**config.mk**
```make
export PLATFORM = sky130hd
export DESIGN_NAME = traffic_light_ctrl
export DESIGN_NICKNAME = d
export VERILOG_FILES = /design/src/rtl/traffic_light_ctrl.sv
export SDC_FILE = /design/constraint.sdc
export NUM_CORES = 1
export LEC_CHECK = 0
export BUFFER_PORTS_ARGS = -buffer_cell sky130_fd_sc_hd__buf_4
export CORE_AREA = 3 3 48 50
export CTS_CLUSTER_SIZE = 16
export DETAILED_ROUTE_END_ITERATION = 10
export DIE_AREA = 0 0 51 53
export PLACE_DENSITY = 0.69
export SLEW_MARGIN = 10
export SYNTH_ARGS = -nofsm -noshare
export SYNTH_HDL_FRONTEND = slang
export SYNTH_SLANG_ARGS = --single-unit
```
**constraint.sdc**
```tcl
create_clock -name clk -period 3.25 [get_ports clk]
set_clock_uncertainty 0.1 [all_clocks]
set_input_delay 0.65 -clock clk [delete_from_list [all_inputs] [get_ports clk]]
set_output_delay 0.65 -clock clk [all_outputs]
set_load 0.02 [all_outputs]
```
**src/rtl/traffic_light_ctrl.sv**
```systemverilog
// traffic_light_ctrl: two-direction intersection controller with all-red
// clearance, pedestrian green shortening and flashing-yellow maintenance
// mode. Phase timing is counted in ticks of an external 1-cycle strobe.
// Optional feature macro: PED_REQ_EN (pedestrian request shortening).
module traffic_light_ctrl #(
  parameter int GREEN_A_T   = 25,
  parameter int GREEN_B_T   = 25,
  parameter int YELLOW_T    = 5,
  parameter int ALLRED_T    = 2,
  parameter int MIN_GREEN_T = 5,
  parameter int CNT_W       = 6
) (
  input  logic             clk,
  input  logic             rst_n,
  input  logic             tick,
  input  logic             ped_req,
  input  logic             flash_mode,
  output logic [2:0]       light_a,
  output logic [2:0]       light_b,
  output logic [CNT_W-1:0] count,
  output logic [2:0]       state_o
);

  localparam logic [2:0] ST_ALLRED = 3'd0;
  localparam logic [2:0] ST_AG     = 3'd1;
  localparam logic [2:0] ST_AY     = 3'd2;
  localparam logic [2:0] ST_BG     = 3'd3;
  localparam logic [2:0] ST_BY     = 3'd4;
  localparam logic [2:0] ST_FLASH  = 3'd5;

  localparam logic [2:0] LAMP_R   = 3'b100;
  localparam logic [2:0] LAMP_Y   = 3'b010;
  localparam logic [2:0] LAMP_G   = 3'b001;
  localparam logic [2:0] LAMP_OFF = 3'b000;

  localparam logic [CNT_W-1:0] L_GA  = CNT_W'(GREEN_A_T - 1);
  localparam logic [CNT_W-1:0] L_GB  = CNT_W'(GREEN_B_T - 1);
  localparam logic [CNT_W-1:0] L_Y   = CNT_W'(YELLOW_T - 1);
  localparam logic [CNT_W-1:0] L_AR  = CNT_W'(ALLRED_T - 1);
  localparam logic [CNT_W-1:0] L_MIN = CNT_W'(MIN_GREEN_T - 1);

  logic [2:0]       r_state;
  logic [CNT_W-1:0] r_count;
  logic             r_flash_on;
  logic             r_ped_pend;
  logic [2:0]       r_light_a;
  logic [2:0]       r_light_b;

  logic [2:0]       w_state_nxt;
  logic [CNT_W-1:0] w_count_nxt;
  logic             w_flash_nxt;
  logic             w_pend_nxt;
  logic             w_pend_acc;
  logic             w_ped_eff;
  logic [2:0]       w_la_nxt;
  logic [2:0]       w_lb_nxt;

`ifdef PED_REQ_EN
  // Request seen this cycle counts immediately, so a request coinciding with a tick is honoured.
  assign w_ped_eff  = r_ped_pend | ped_req;
  assign w_pend_acc = r_ped_pend | ped_req;
`else
  logic w_unused_ped_req;
  assign w_unused_ped_req = ped_req;
  assign w_ped_eff  = 1'b0;
  assign w_pend_acc = 1'b0;
`endif

  // Next-state, countdown, flash phase and pending-request computation.
  always_comb begin
    w_state_nxt = r_state;
    w_count_nxt = r_count;
    w_flash_nxt = r_flash_on;
    w_pend_nxt  = w_pend_acc;
    if (flash_mode) begin
      w_state_nxt = ST_FLASH;
      w_pend_nxt  = 1'b0;
      if (r_state != ST_FLASH) begin
        w_count_nxt = '0;
        w_flash_nxt = 1'b1;
      end else if (tick) begin
        w_flash_nxt = ~r_flash_on;
      end
    end else if (r_state == ST_FLASH) begin
      w_state_nxt = ST_ALLRED;
      w_count_nxt = L_AR;
      w_flash_nxt = 1'b0;
      w_pend_nxt  = 1'b0;
    end else if (tick) begin
      if (r_count == '0) begin
        case (r_state)
          ST_ALLRED: begin w_state_nxt = ST_AG; w_count_nxt = L_GA; end
          ST_AG:     begin w_state_nxt = ST_AY; w_count_nxt = L_Y;  w_pend_nxt = 1'b0; end
          ST_AY:     begin w_state_nxt = ST_BG; w_count_nxt = L_GB; end
          ST_BG:     begin w_state_nxt = ST_BY; w_count_nxt = L_Y;  w_pend_nxt = 1'b0; end
          ST_BY:     begin w_state_nxt = ST_AG; w_count_nxt = L_GA; end
          default:   begin w_state_nxt = ST_ALLRED; w_count_nxt = L_AR; end
        endcase
      end else if ((r_state == ST_AG || r_state == ST_BG) && w_ped_eff && (r_count > L_MIN)) begin
        w_count_nxt = L_MIN;
      end else begin
        w_count_nxt = r_count - 1'b1;
      end
    end
  end

  // Lamp pattern decoded from the next state so lamps register alongside it.
  always_comb begin
    w_la_nxt = LAMP_R;
    w_lb_nxt = LAMP_R;
    case (w_state_nxt)
      ST_AG: w_la_nxt = LAMP_G;
      ST_AY: w_la_nxt = LAMP_Y;
      ST_BG: w_lb_nxt = LAMP_G;
      ST_BY: w_lb_nxt = LAMP_Y;
      ST_FLASH: begin
        w_la_nxt = w_flash_nxt ? LAMP_Y : LAMP_OFF;
        w_lb_nxt = w_flash_nxt ? LAMP_Y : LAMP_OFF;
      end
      default: ;
    endcase
  end

  // State, countdown and lamp registers with asynchronous reset.
  always_ff @(posedge clk or negedge rst_n) begin
    if (!rst_n) begin
      r_state    <= ST_ALLRED;
      r_count    <= L_AR;
      r_flash_on <= 1'b0;
      r_ped_pend <= 1'b0;
      r_light_a  <= LAMP_R;
      r_light_b  <= LAMP_R;
    end else begin
      r_state    <= w_state_nxt;
      r_count    <= w_count_nxt;
      r_flash_on <= w_flash_nxt;
      r_ped_pend <= w_pend_nxt;
      r_light_a  <= w_la_nxt;
      r_light_b  <= w_lb_nxt;
    end
  end

  assign light_a = r_light_a;
  assign light_b = r_light_b;
  assign count   = r_count;
  assign state_o = r_state;

endmodule

```
# == Word-level counts from Yosys, hierarchy flattened ==
# Cells that the tools add are included.
# word_totals
out_inout_bits,15
reg_bits,16
wordCells,44
input_bits,5
# op_classes
bitwise,1
n_mux,18
n_eq_ne,12
n_reduce_logical,7
addsub,1
# op_table
cell,n
two-way mux 6 bit,5
case mux 3 bit (3 select lines),2
"equality test 3 x 2 -> 1 bit, second input constant",4
"equality test 3 bit, second input constant",4
two-way mux 3 bit,4
case mux 3 bit (4 select lines),1
case mux 5 bit (2 select lines),1
"equality test 3 x 1 -> 1 bit, second input constant",2
zero test 6 bit,1
"subtractor 6 x 1 -> 6 bit, second input constant",1
two-way mux 1 bit,4
OR reduction 2 bit,2
zero test 3 bit,1
"!= test 3 bit, second input constant",1
nonzero test 3 bit,1
OR reduction 3 bit,1
two-way mux 2 bit,1
"!= test 2 x 1 -> 1 bit, second input constant",1
AND reduction 2 bit,1
inverter 1 bit,1

# == Longest topological paths before layout ==
# logic_depth
depth_word,9
depth_mapped,6
depth_no_buf,6

# == Worst setup path before layout ==
# OpenSTA, ideal clock, no wires.
# synth_path
path_type,register to register
startpoint,"register r_state[1], in the netlist state_o[1]"
endpoint,"register r_count[5], in the netlist count[5]"
slack_ns,1.387
path_stages_with_launch,6
t_arrival_ns,1.645
required_time_ns,3.032
n_path_buf,1
period_less_slack_ns,1.863
setup_time_ns,0.118
path_cell_list,dfrtp_1 -> clkbuf_1 -> nand3b_1 -> mux2_2 -> o21bai_1 -> a21o_1
# synth_via
elab_chain_len,3
elab_cells_between_ends,7
cone_classes,eq/ne: 3; mux: 2; reduce/logical: 2
# synth_lines
item,line,text
from (decl),42,logic [2:0] r_state;
from (signal assigned),134,r_state <= w_state_nxt;
!= test 3 bit or equality test 3 bit (tied branches),"78, 84",
"!= test 2 x 1 -> 1 bit (no source line), or another cell as far along",--,
AND reduction 2 bit (no source line) or two-way mux 6 bit (tied branches),--,
to (signal assigned),135,r_count <= w_count_nxt;
to (decl),43,logic [CNT_W-1:0] r_count;
# Several ways; a longest one is shown, not always the timed one.
# A chain may end at the register's enable or synchronous reset.

# == Worst setup path after layout ==
# layout_path
startpoint,"register r_count[3], in the netlist count[3]"
endpoint,"register r_count[2], in the netlist count[2]"
# layout_via
elab_chain_len,5
# layout_lines
item,line,text
zero test 6 bit,90,if (r_count == '0) begin
two-way mux 6 bit,90,
two-way mux 6 bit,89,end else if (tick) begin
two-way mux 6 bit,84,end else if (r_state == ST_FLASH) begin
two-way mux 6 bit,75,if (flash_mode) begin
# No other way between the ends. The select of a mux whose other input is x is not followed.

==> impl_metrics.ini <==
[timing]
timing.final.crit_period_ns = 1.84
postLayoutSetupSlackWorst_ns = 1.41
grt_setup_unrepaired = no
setup_viols_final = 0
timing_hold_violations_final = 0
final.period_utilization_pct = 56.5
maxSlewHeadroom_pct = 78.3
finalHoldWorstSlack_ns = 0.105
worst_pin_slew_ns = 0.325
drv_slew = 0
clock.fmax_mhz = 545
setup_tns_ns = 0

[placement]
dp_worst_setup_slack_ns = 1.43
io_buffers = 18
gp_congestion = 0.820
place.detailed.hpwl_um = 1350

[global_routing]
globalRouteMet1Util_pct = 22.6
met2_usage_pct = 24.7
grt-busiest-layer = met2
antenna_found_initial = 0
gr-usage-met3_pct = 3.66
track_usage_pct = 16.6
grt_max_degree = 17
remaining_global_route_overflow = 0
grt_first_pass_wirelength_um = 3320
grt_pass1_vias = 702

[finish]
antenna_diodes = 0
utilization_pct = 55.5
area.growth.synth_to_final_pct = 20.4
num-nets-final = 117
layout_commonest_cell = sky130_fd_sc_hd__buf_4
post_route_cells_drive_above_1_share_pct = 27.5
most-common-layout-cells = sky130_fd_sc_hd__buf_4, sky130_fd_sc_hd__dfrtp_1, sky130_fd_sc_hd__nor2_1

[yosys]
ys_top_cells_by_area = sky130_fd_sc_hd__dfrtp_1, sky130_fd_sc_hd__dfstp_2, sky130_fd_sc_hd__xnor2_1
synth_area_leader_cell = sky130_fd_sc_hd__dfrtp_1
synthesis.nets = 98
synthesis.yosys.warnings = 0
post_synthesis_cell_area_um2 = 896
synth.yosys.seq_area_share_pct = 45.1
ys_seq_elements = 16
synth.distinct_cells = 41
syn-instance-count = 91
postSynthAreaPerCell_um2 = 9.84
synthDominantCellAreaShare_pct = 36.3

[min_path]
hp-class = primary input to async pin

[worst_setup_path]
cp-start-kind = flop
criticalPathCategory = flop to flop
arrival_ns = 1.95
crit_path_max_fanout = 7
worstPathRequired_ns = 3.37
worst_setup_path_end_kind = flop

[die]
die-area_um2 = 2700
vert_die_dim_um = 53
die_x_um = 51
area_of_the_core_region_um2 = 1940
floorplan.initialDensity_pct = 46.1
floorplan.io_pins = 20
placement_row_count = 16

[clock_network]
cts.path.max_buffers = 2
post_cts_buffers = 0
htreeDepth = 1
clk_latency_ns = 0.28
cts_hold_fix_bufs = 0
numClockSinks = 16
cts_root_buf = sky130_fd_sc_hd__clkbuf_4
cts_buffer_count = 3
tritoncts = yes
worst_setup_hold_path_clk_slew_ns = 0.09
cts_resized = 0

[detailed_routing]
firstDrtPassIters = 4
drc = 0
viasPerCell = 5.54
route.detailed.wl_per_inst_um = 13.6
ant_nets = 0
vias = 753
detail_route.iter0.violations = 24
finalWirelength_um = 1850

[pwr]
ir_drop_uv = 664
power_density_nw_per_um2 = 1070
p_total_mw = 1.15
cellLeakagePower_nw = 0.491

[run_status]
outcome = finished clean

[flow_run]
max-cap-violations = 0
[registers in the layout, summed over array words and instances (netlist names)]
signal	cells
r_flash_on	1
light_b	3
light_a	3
count	6
state_o	3
[cell usage after synthesis]
cell                        instances
sky130_fd_sc_hd__a211oi_1           3
sky130_fd_sc_hd__dfstp_2            3
sky130_fd_sc_hd__nor2_1             6
sky130_fd_sc_hd__nand3_1            2
sky130_fd_sc_hd__a21o_2             1
sky130_fd_sc_hd__a21o_1             3
sky130_fd_sc_hd__a221o_1            1
sky130_fd_sc_hd__dfrtp_1           13
sky130_fd_sc_hd__or3_1              1
sky130_fd_sc_hd__nand2_1            5
sky130_fd_sc_hd__ha_1               2
sky130_fd_sc_hd__o21ai_0            4
sky130_fd_sc_hd__o31ai_1            1
sky130_fd_sc_hd__nor2b_1            1
sky130_fd_sc_hd__o211a_1            1
sky130_fd_sc_hd__o221a_2            1
sky130_fd_sc_hd__o22ai_1            1
sky130_fd_sc_hd__o32a_1             1
sky130_fd_sc_hd__or2_4              1
sky130_fd_sc_hd__a21oi_1            4
sky130_fd_sc_hd__nor3b_1            2
sky130_fd_sc_hd__nand2b_1           2
sky130_fd_sc_hd__clkinv_1           1
sky130_fd_sc_hd__o32ai_1            1
sky130_fd_sc_hd__inv_1              5
sky130_fd_sc_hd__o2bb2ai_1          1
sky130_fd_sc_hd__buf_6              1
sky130_fd_sc_hd__a22oi_1            2
sky130_fd_sc_hd__nor3_1             3
sky130_fd_sc_hd__o21a_1             1
sky130_fd_sc_hd__nor4b_1            1
sky130_fd_sc_hd__clkbuf_1           3
sky130_fd_sc_hd__nand3b_1           2
sky130_fd_sc_hd__mux2_2             1
sky130_fd_sc_hd__a31oi_1            1
sky130_fd_sc_hd__mux2i_1            1
sky130_fd_sc_hd__xor2_1             1
sky130_fd_sc_hd__xnor2_1            3
sky130_fd_sc_hd__o21ai_1            1
sky130_fd_sc_hd__o21bai_1           2
sky130_fd_sc_hd__nor2_4             1
[report_power, final]
part | internal [mW] | switching (mW) | leakage, nW
clock network | 0.0682 | 0.0612 | 0.0210
registers | 0.278 | 0.0731 | 0.198
logic | 0.293 | 0.380 | 0.273
total | 0.640 | 0.514 | 0.491
[metrics by stage]
step	std cells	cell area [µm²]
floorplan	91	896
CTS	136	1080
detailed placement	132	1040
finish	136	1080
global placement	132	1040
global route	136	1080
[routing by layer]
layer  vias up  part of all wire (%)
met2        27                    43
li1        373                     -
met4         0                   1.6
met3         4                   5.9
met1       349                    49
met5         -                     0
[area by class of cell]
| class | count | area, µm² |
|---|---|---|
| clock buffer | 4 | 36.3 |
| inverter | 6 | 22.5 |
| timing repair buffer | 18 | 135 |
| tap | 27 | 33.8 |
| fill | 198 | 863 |
| sequential | 16 | 404 |
| multi-input combinational | 65 | 447 |
[path summary, 6_finish.rpt]
kind	startpoint	endpoint	slack (ns)	cells after the start
min reg2reg	count[4]$_DFFE_PN0P_	count[4]$_DFFE_PN0P_	0.45	1
min in group clk	count[4]$_DFFE_PN0P_	count[4]$_DFFE_PN0P_	0.45	1
min	rst_n	count[5]$_DFFE_PN0P_	0.10	1
max	count[3]$_DFFE_PN0P_	count[2]$_DFFE_PN0P_	1.41	4
max in group asynchronous	rst_n	light_b[2]$_DFF_PN1_	2.70	1
max reg2reg	count[3]$_DFFE_PN0P_	count[2]$_DFFE_PN0P_	1.41	4
[worst max-delay path, cell delays in order (launching register included)]
cell	delay, ns
sky130_fd_sc_hd__dfrtp_1	0.43
sky130_fd_sc_hd__or3_1	0.52
sky130_fd_sc_hd__or2_4	0.32
sky130_fd_sc_hd__o32a_1	0.28
sky130_fd_sc_hd__o2bb2ai_1	0.12
[cells by family (layout without fill, tap and decap cells)]
group,count (synthesis),in the layout,share of synthesized area [%]
xor+xnor,4,4,3.91
buf+inv,10,28,5.03
simple gates,27,27,16.8
mux,2,2,2.37
fa+ha+maj,2,2,2.79
compound gates,30,30,24.0
flops,16,16,45.1
(Power assumes the default switching activity.)
